**config.mk**
```make
export PLATFORM = sky130hd
export DESIGN_NAME = eeg_epoch_streamer_flat
export DESIGN_NICKNAME = d
export VERILOG_FILES = /design/src/rtl/eeg_epoch_streamer_if.sv /design/src/rtl/eeg_epoch_streamer.sv /design/src/flat_wrapper.sv
export SDC_FILE = /design/constraint.sdc
export NUM_CORES = 1
export LEC_CHECK = 0
export ABC_CLOCK_PERIOD_IN_PS = 3290
export BUFFER_PORTS_ARGS = -buffer_cell sky130_fd_sc_hd__buf_2
export CAP_MARGIN = 25
export CORE_MARGIN = 2
export CORE_UTILIZATION = 55
export CTS_CLUSTER_SIZE = 16
export DETAILED_ROUTE_END_ITERATION = 8
export PLACE_DENSITY = 0.84
export SYNTH_ARGS = -nofsm -noshare
export SYNTH_HDL_FRONTEND = slang
export SYNTH_SLANG_ARGS = --single-unit
```
**constraint.sdc**
```tcl
create_clock -name clk -period 3.29 [get_ports clk]
set_input_delay 0.658 -clock clk [delete_from_list [all_inputs] [get_ports clk]]
set_output_delay 0.658 -clock clk [all_outputs]
set_load 0.02 [all_outputs]
```
**src/rtl/eeg_epoch_streamer_if.sv**
```systemverilog
// Bundle between the ADC front-end, the epoch streamer and the CIM SoC
// control interface. The streamer uses the master modport; the slave is its peer.
interface eeg_epoch_streamer_if #(
   parameter int unsigned ADC_W = 16
);
   logic             enable;
   logic             adc_valid;
   logic [ADC_W-1:0] adc_data;
   logic             adc_ready;
   logic             new_sleep_epoch;
   logic             start_eeg_load;
   logic             new_eeg_data;
   logic [ADC_W-1:0] eeg;
   logic             inference_complete;
   logic             busy;
   logic             overflow;
   logic [15:0]      epoch_count;

   modport master (
      input  enable, adc_valid, adc_data, inference_complete,
      output adc_ready, new_sleep_epoch, start_eeg_load, new_eeg_data,
             eeg, busy, overflow, epoch_count
   );

   modport slave (
      output enable, adc_valid, adc_data, inference_complete,
      input  adc_ready, new_sleep_epoch, start_eeg_load, new_eeg_data,
             eeg, busy, overflow, epoch_count
   );
endinterface

```
**src/rtl/eeg_epoch_streamer.sv**
```systemverilog
// Buffers ADC samples in a FIFO and streams one paced epoch of samples per
// sleep epoch to the CIM, then waits for inference_complete.
module eeg_epoch_streamer #(
   parameter int unsigned ADC_W             = 16,
   parameter int unsigned SAMPLES_PER_EPOCH = 3000,
   parameter int unsigned FIFO_DEPTH        = 16,
   parameter int unsigned LOAD_GAP          = 3
) (
   input logic                 clk,
   input logic                 rst_n,
   eeg_epoch_streamer_if.master bus
);
   localparam int unsigned AW = $clog2(FIFO_DEPTH);
   localparam int unsigned CW = AW + 1;
   localparam int unsigned GW = 4;
   localparam int unsigned SW = 16;

   localparam logic [2:0] S_IDLE     = 3'd0;
   localparam logic [2:0] S_EPOCH    = 3'd1;
   localparam logic [2:0] S_LOAD     = 3'd2;
   localparam logic [2:0] S_STREAM   = 3'd3;
   localparam logic [2:0] S_WAIT_INF = 3'd4;

   logic [2:0]       state, state_nx;
   logic [ADC_W-1:0] mem [FIFO_DEPTH];
   logic [AW-1:0]    wr_ptr, rd_ptr;
   logic [CW-1:0]    fill, fill_nx;
   logic [GW-1:0]    gap_cnt, gap_nx;
   logic [SW-1:0]    smp_cnt, smp_nx;
   logic             push, pop, epoch_inc;

   logic             adc_ready_q;
   logic             new_sleep_epoch_q;
   logic             start_eeg_load_q;
   logic             new_eeg_data_q;
   logic [ADC_W-1:0] eeg_q;
   logic             busy_q;
   logic             overflow_q;
   logic [15:0]      epoch_cnt;

   // State register
   always_ff @(posedge clk) begin
      if (!rst_n) state <= S_IDLE;
      else        state <= state_nx;
   end

   // Next state, pop decision and pacing/sample counters
   always_comb begin
      state_nx  = state;
      pop       = 1'b0;
      epoch_inc = 1'b0;
      smp_nx    = smp_cnt;
      gap_nx    = (gap_cnt != '0) ? gap_cnt - GW'(1) : gap_cnt;
      case (state)
         S_IDLE: begin
            if (bus.enable && (fill != '0)) state_nx = S_EPOCH;
         end
         S_EPOCH: state_nx = S_LOAD;
         S_LOAD: begin
            gap_nx   = '0;
            smp_nx   = '0;
            state_nx = S_STREAM;
         end
         S_STREAM: begin
            if ((fill != '0) && (gap_cnt == '0)) begin
               pop    = 1'b1;
               gap_nx = GW'(LOAD_GAP);
               smp_nx = smp_cnt + SW'(1);
               if (smp_cnt == SW'(SAMPLES_PER_EPOCH - 1)) state_nx = S_WAIT_INF;
            end
         end
         S_WAIT_INF: begin
            if (bus.inference_complete) begin
               epoch_inc = 1'b1;
               state_nx  = S_IDLE;
            end
         end
         default: state_nx = S_IDLE;
      endcase
   end

   // Push uses the registered ready, so a full FIFO refuses even with a concurrent pop
   assign push    = bus.adc_valid && adc_ready_q;
   assign fill_nx = fill + CW'(push) - CW'(pop);

   always_ff @(posedge clk) begin
      if (push) mem[wr_ptr] <= bus.adc_data;
   end

   always_ff @(posedge clk) begin
      if (!rst_n) begin
         wr_ptr            <= '0;
         rd_ptr            <= '0;
         fill              <= '0;
         gap_cnt           <= '0;
         smp_cnt           <= '0;
         adc_ready_q       <= 1'b1;
         new_sleep_epoch_q <= 1'b0;
         start_eeg_load_q  <= 1'b0;
         new_eeg_data_q    <= 1'b0;
         eeg_q             <= '0;
         busy_q            <= 1'b0;
         overflow_q        <= 1'b0;
         epoch_cnt         <= '0;
      end else begin
         if (push) wr_ptr <= wr_ptr + AW'(1);
         if (pop)  rd_ptr <= rd_ptr + AW'(1);
         fill              <= fill_nx;
         gap_cnt           <= gap_nx;
         smp_cnt           <= smp_nx;
         adc_ready_q       <= (fill_nx != CW'(FIFO_DEPTH));
         new_sleep_epoch_q <= (state_nx == S_EPOCH);
         start_eeg_load_q  <= (state_nx == S_LOAD);
         new_eeg_data_q    <= pop;
         if (pop) eeg_q    <= mem[rd_ptr];
         busy_q            <= (state_nx != S_IDLE);
         if (bus.adc_valid && !adc_ready_q) overflow_q <= 1'b1;
         if (epoch_inc) epoch_cnt <= epoch_cnt + 16'd1;
      end
   end

   assign bus.adc_ready       = adc_ready_q;
   assign bus.new_sleep_epoch = new_sleep_epoch_q;
   assign bus.start_eeg_load  = start_eeg_load_q;
   assign bus.new_eeg_data    = new_eeg_data_q;
   assign bus.eeg             = eeg_q;
   assign bus.busy            = busy_q;
   assign bus.overflow        = overflow_q;
   assign bus.epoch_count     = epoch_cnt;

endmodule
```
**src/flat_wrapper.sv**
```systemverilog
// flat-port wrapper written by rule: the top's interface ports become plain ports
module eeg_epoch_streamer_flat 
#(
   parameter int unsigned ADC_W             = 16,
   parameter int unsigned SAMPLES_PER_EPOCH = 3000,
   parameter int unsigned FIFO_DEPTH        = 16,
   parameter int unsigned LOAD_GAP          = 3
)
  (clk, rst_n, bus_enable, bus_adc_valid, bus_adc_data, bus_inference_complete, bus_adc_ready, bus_new_sleep_epoch, bus_start_eeg_load, bus_new_eeg_data, bus_eeg, bus_busy, bus_overflow, bus_epoch_count);
  eeg_epoch_streamer_if #(.ADC_W(ADC_W)) bus_i ();
  input logic clk;
  input logic rst_n;
  input wire logic [$bits(bus_i.enable)-1:0] bus_enable;
  input wire logic [$bits(bus_i.adc_valid)-1:0] bus_adc_valid;
  input wire logic [$bits(bus_i.adc_data)-1:0] bus_adc_data;
  input wire logic [$bits(bus_i.inference_complete)-1:0] bus_inference_complete;
  output wire logic [$bits(bus_i.adc_ready)-1:0] bus_adc_ready;
  output wire logic [$bits(bus_i.new_sleep_epoch)-1:0] bus_new_sleep_epoch;
  output wire logic [$bits(bus_i.start_eeg_load)-1:0] bus_start_eeg_load;
  output wire logic [$bits(bus_i.new_eeg_data)-1:0] bus_new_eeg_data;
  output wire logic [$bits(bus_i.eeg)-1:0] bus_eeg;
  output wire logic [$bits(bus_i.busy)-1:0] bus_busy;
  output wire logic [$bits(bus_i.overflow)-1:0] bus_overflow;
  output wire logic [$bits(bus_i.epoch_count)-1:0] bus_epoch_count;
  assign bus_i.enable = bus_enable;
  assign bus_i.adc_valid = bus_adc_valid;
  assign bus_i.adc_data = bus_adc_data;
  assign bus_i.inference_complete = bus_inference_complete;
  assign bus_adc_ready = bus_i.adc_ready;
  assign bus_new_sleep_epoch = bus_i.new_sleep_epoch;
  assign bus_start_eeg_load = bus_i.start_eeg_load;
  assign bus_new_eeg_data = bus_i.new_eeg_data;
  assign bus_eeg = bus_i.eeg;
  assign bus_busy = bus_i.busy;
  assign bus_overflow = bus_i.overflow;
  assign bus_epoch_count = bus_i.epoch_count;
  eeg_epoch_streamer #(.ADC_W(ADC_W), .SAMPLES_PER_EPOCH(SAMPLES_PER_EPOCH), .FIFO_DEPTH(FIFO_DEPTH), .LOAD_GAP(LOAD_GAP)) u_core (.clk(clk), .rst_n(rst_n), .bus(bus_i));
endmodule
```
Yosys cells after proc, flatten, opt, wreduce, memory -nomap -nowiden
Memory sizes are Yosys's and may differ from the RTL's. A register that Yosys moved wholly into a read port is not among the register bits. Cells that the tools add are included. W data, S select, Z words.

Memories kept: 1. Output and inout port bits: 38. Bits in writable memories: 256. Bits of input ports: 21. Register bits after elaboration: 58.

Reduce and logical (&&, ||, !) cells: 13. Equal/unequal tests: 9. Muxes and demuxes: 16. $add $sub $neg: 7.

Memories: u_core.mem (depth 16, width 16, rd ports 1, clocked after memory_dff 1, wr ports 1, RTL line eeg_epoch_streamer.sv:25) `logic [ADC_W-1:0] mem [FIFO_DEPTH];`.

Operator list (count): $add A16 B1 Y16 const B (2); $pmux W16 S2 (1); $eq A16 B12 Y1 const B (1); $mux W16 (1); $pmux W3 S5 (1); $mux W3 (4); $eq A3 B2 Y1 const B (3); $add A4 B1 Y4 const B (2); $mux W4 (2); $pmux W4 S2 (1); $eq A3 B1 Y1 const B (2); $mux W1 (6); $add A5 B1 Y5 (1); $ne A5 B5 Y1 const B (1); $reduce_bool A5 Y1 (1); $sub A5 B1 Y5 (1); $logic_and A1 B1 Y1 (4); $logic_not A4 Y1 (1); $reduce_bool A4 Y1 (1); $sub A4 B1 Y4 const B (1); $eq A3 B3 Y1 const B (1); $logic_not A3 Y1 (1); $reduce_bool A3 Y1 (1); $logic_not A1 Y1 (2); 3 further kinds (3).

Depth between registers and ports, before layout
Depth in word-level cells: 6. Gate-level depth with buffers: 14.

Worst setup path before layout
Ideal clock, no wire load.

Path kind: register to register. From: register u_core.gap_cnt[0]. To: register u_core.fill[4]. Stages on the path, launching flop included: 15. Period minus slack after synthesis: 2.946 ns. Path buffers: 1. Path slack: 0.344 ns. Arrival time: 2.831 ns. Library setup time: 0.115 ns. Cell sequence: dfxtp_1 inv_1 ha_1 or3b_1 nor3_2 clkbuf_1 ha_1 inv_1 ha_1 inv_1 fa_1 nor2b_1 o21bai_1 and3_1 o21a_1.

Word-level cells in the longest chain between the ends: 5.

RTL lines: start: declaration (RTL line eeg_epoch_streamer.sv:28) `logic [GW-1:0] gap_cnt, gap_nx;`; start signal: assignment (RTL line eeg_epoch_streamer.sv:109) `gap_cnt <= gap_nx;`; $logic_not A4 Y1 (RTL line eeg_epoch_streamer.sv:65) `if ((fill != '0) && (gap_cnt == '0)) begin`; $logic_and A1 B1 Y1 (RTL line eeg_epoch_streamer.sv:65); $mux W1 (RTL line eeg_epoch_streamer.sv:65); $mux W1 (RTL line eeg_epoch_streamer.sv:54) `case (state)`; via u_core.pop (RTL line eeg_epoch_streamer.sv:30) `logic push, pop, epoch_inc;`; $sub A5 B1 Y5 (RTL line eeg_epoch_streamer.sv:84) `assign fill_nx = fill + CW'(push) - CW'(pop);`; end signal: assignment (RTL line eeg_epoch_streamer.sv:108) `fill <= fill_nx;`; end: declaration (RTL line eeg_epoch_streamer.sv:27) `logic [CW-1:0] fill, fill_nx;`.

The timed path passes the listed nets, and every way through them passes these cells. A chain may end at the register's enable or synchronous reset.

Worst setup path in the final report
From: register u_core.fill[2]. To: register u_core.adc_ready_q, in the netlist u_core.bus.adc_ready.

Word-level cells in the longest chain between the ends: 6.

RTL lines: branches (longest 4 deep; another with $add A5 B1 Y5); $sub A5 B1 Y5 * (RTL line eeg_epoch_streamer.sv:84); $ne A5 B5 Y1 * (RTL line eeg_epoch_streamer.sv:111) `adc_ready_q <= (fill_nx != CW'(FIFO_DEPTH));`; end signal: assignment (RTL line eeg_epoch_streamer.sv:111); end: declaration (RTL line eeg_epoch_streamer.sv:32) `logic adc_ready_q;`.

Mark *: on every way between the ends.

==> flow_summary.json <==
{
  "wl_met3_mm": 2.03,
  "dp_hpwl_mm": 16.6,
  "slew_headroom": 0.386,
  "synth_cells": 843,
  "yosysUniqueCellTypes": 56,
  "status": "complete, no violations",
  "critPathCaptureType": "flip-flop",
  "pwr_density_cell_nw_per_um2": 624,
  "fmax_mhz": 347,
  "cp_max_fo": 2,
  "path_clk_slew_ns": 0.06,
  "max_stage_delay_ns": 0.55,
  "pin_count": 59,
  "async_reset_ff_frac": 0,
  "dieArea_um2": 25100,
  "drtAntennaViolNets": 0,
  "syn_area_per_cell_um2": 15.6,
  "worstMarginPinSlew_ns": 0.919,
  "ys_seq_area_frac": 0.699,
  "overflow": 0,
  "routed.top_layer": "met4",
  "crit_type": "flip-flop to flip-flop",
  "clk_latency_ns": 0.55,
  "wl_mm": 27.6,
  "nets": 949,
  "crit_chain": "inv_1 -> ha_1 -> nor4b_1 -> nor3_4 -> ha_1 -> inv_1 -> ha_1 -> inv_1 -> fa_1 -> nor2b_1 -> o21bai_1 -> a21oi_1 -> o2111ai_1",
  "synth_top_cell_by_area": "edfxtp_1",
  "hold_viol": 0,
  "h-tree-depth": 1,
  "synth_area_leaders": "edfxtp_1 (59%), dfxtp_1 (11%), mux4_2 (5.5%)",
  "setup_viol": 0,
  "route.layer.met1.wl_mm": 11.0,
  "drcViolationCount": 0,
  "finalNonFillerCells": 1257,
  "rsz0062_at_grt": "no",
  "vdd_drop_max_mv": 0.561,
  "hp-class": "input port to flip-flop",
  "synthFlopType": "edfxtp_1",
  "root_buffer": "clkbuf_16",
  "period_share": 0.876,
  "grt_pass1_vias": 7571,
  "synth_enable_flop_cells": 256,
  "numCtsBuffers": 31,
  "cts.sinks": 330,
  "maxSlewViolCount": 0,
  "num_rows": 56,
  "gp_congestion": 0.815,
  "core_um2": 23500,
  "routedWlPerCell_um": 21.9,
  "min_period_ns": 2.88,
  "via_per_inst": 6.15,
  "clockBufferDepth": 3,
  "fp.dieH_um": 158,
  "drtIter0Drc": 689,
  "final_layout_size_suffix_gt1_frac": 0.185,
  "yosys.area.top_type_share": 0.586,
  "syn_area_um2": 13100,
  "cts_setup_buffers": 0,
  "cts_hold_buf": 0,
  "finClkSkew_ns": 0.00897,
  "yosys_warnings": 0,
  "tritoncts": "built",
  "ys_ff_latch": 330,
  "cap_viol_max_count": 0,
  "cp-start-kind": "flip-flop",
  "areaGrowthSynthToFinish_pct": 13.1,
  "track_usage": 0.223,
  "antenna_found_initial": 0,
  "worst_path_max_delay_cell": "nor4b_1",
  "grt_first_pass_wirelength_mm": 42.3,
  "met2_length_mm": 13.8,
  "postSynthNetCount": 879,
  "fp.dieW_um": 158,
  "num_vias": 7727,
  "critical_path_required_ns": 3.68,
  "dp_cells": 1199,
  "grt_start_max_net_pins": 40,
  "fin_util": 0.632,
  "tns_ns": 0,
  "leakagePower_uw": 0.00479,
  "start_util": 0.559,
  "cp.arrival_ns": 3.27,
  "port_buffers": 58,
  "first_pass_iters": 5,
  "ctsResizeCount": 0
}
-- placed cells by master, fill, tap and decap left out, drive strengths merged, types with 7 or more instances in the layout --
master / Yosys / routed
or4: 18 / 18
nand3: 12 / 12
o21ai: 22 / 22
buf: 27 / 85
mux2i: 69 / 69
a21oi: 27 / 27
mux4: 32 / 32
a211oi: 17 / 17
xnor2: 10 / 10
a31oi: 16 / 16
edfxtp: 256 / 256
nand2: 32 / 32
dfxtp: 74 / 74
clkbuf: 21 / 46
o31ai: 18 / 18
nand4: 16 / 16
ha: 14 / 14
o22ai: 32 / 32
xor2: 9 / 9
inv: 20 / 20
nor2: 37 / 37
nor3: 8 / 8
clkinv: 0 / 7
-- flip-flops by register name, summed over array words and instances, names as in the netlist --
signal and cells:
u_core.bus.adc_ready 1, u_core.gap_cnt 4, u_core.bus.overflow 1, u_core.bus.epoch_count 16
u_core.bus.new_eeg_data 1, u_core.bus.start_eeg_load 1, u_core.bus.busy 1, u_core.state 3
u_core.wr_ptr 4, u_core.fill 5, u_core.mem 256, u_core.smp_cnt 16
u_core.rd_ptr 4, u_core.bus.eeg 16, u_core.bus.new_sleep_epoch 1
-- kinds of logic (layout without fill, tap and decap cells) --
logic type | Yosys count | in the layout | share of synthesized area
AOI/OAI and AO/OA | 141 | 141 | 0.0674
other | 0 | 1 | 0
adders and majority gates | 15 | 15 | 0.0149
muxes | 101 | 101 | 0.108
xor gates and xnor gates | 19 | 19 | 0.0127
buffers and inverters | 68 | 162 | 0.0251
DFF | 330 | 330 | 0.699
and+or+nand+nor | 169 | 169 | 0.0731
-- metal layers --
layer,up-vias,GRT usage
met1,3878,0.301
met5,-,0
li1,3467,-
met3,60,0.0343
met2,322,0.376
met4,0,0.0695
-- worst paths after layout --
kind / from / to / slack (ns) / cells after the start
setup / recovery: u_core.fill[2]$_SDFF_PN0_ / u_core.bus.adc_ready$_SDFF_PN1_ / 0.41 / 13
hold reg to reg: u_core.bus.overflow$_SDFFE_PN0P_ / u_core.bus.overflow$_SDFFE_PN0P_ / 0.48 / 2
hold / removal: bus_adc_valid / u_core.bus.overflow$_SDFFE_PN0P_ / 0.36 / 3
setup reg to reg: u_core.fill[2]$_SDFF_PN0_ / u_core.bus.adc_ready$_SDFF_PN1_ / 0.41 / 13
-- critical path: cells and delay by family, from the launching register on --
kind | cells | cell delay [ns]
AOI/OAI and AO/OA | 3 | 0.44
buffers and inverters | 3 | 0.20
adders and majority gates | 4 | 1.02
and+or+nand+nor | 3 | 0.78
DFF | 1 | 0.31
-- Yosys cell counts, drive strengths merged (5+ instances only) --
cell	count
edfxtp	256
dfxtp	74
mux2i	69
nor2	37
mux4	32
nand2	32
o22ai	32
a21oi	27
buf	27
o21ai	22
clkbuf	21
inv	20
o31ai	18
or4	18
a211oi	17
a31oi	16
nand4	16
ha	14
nand3	12
xnor2	10
xor2	9
nor3	8
and3	6
nand2b	6
and2	5
-- final cells by class --
class | count | area, um2
Antenna cell | 1 | 2.50
Clock buffer | 46 | 862
Clock inverter | 11 | 151
Fill cell | 1594 | 8650
Inverter | 20 | 75.1
Multi-Input combinational cell | 445 | 3640
Sequential cell | 330 | 9170
Tap cell | 319 | 399
Timing Repair Buffer | 85 | 522
-- report_power, final --
part	internal, uW	switching (uW)
clock	2110	1440
combinational	362	566
sequential	4680	96.2
-- per-stage QoR --
stage / hold WS [ns] / worst slack (ns) / total power (uW) / area [um2]
final: 0.363 / 0.408 / 9260 / 14800
after global routing: 0.386 / 0.166 / 9550 / 14800
after CTS: 0.352 / 0.411 / 9300 / 14800
after detailed placement: 0.459 / 0.427 / 5770 / 13800
after global placement: 0.445 / 0.517 / 5720 / 13800
after floorplan: 0.452 / 0.344 / 5510 / 13100
Note: power is estimated with default switching activity, not from simulation.
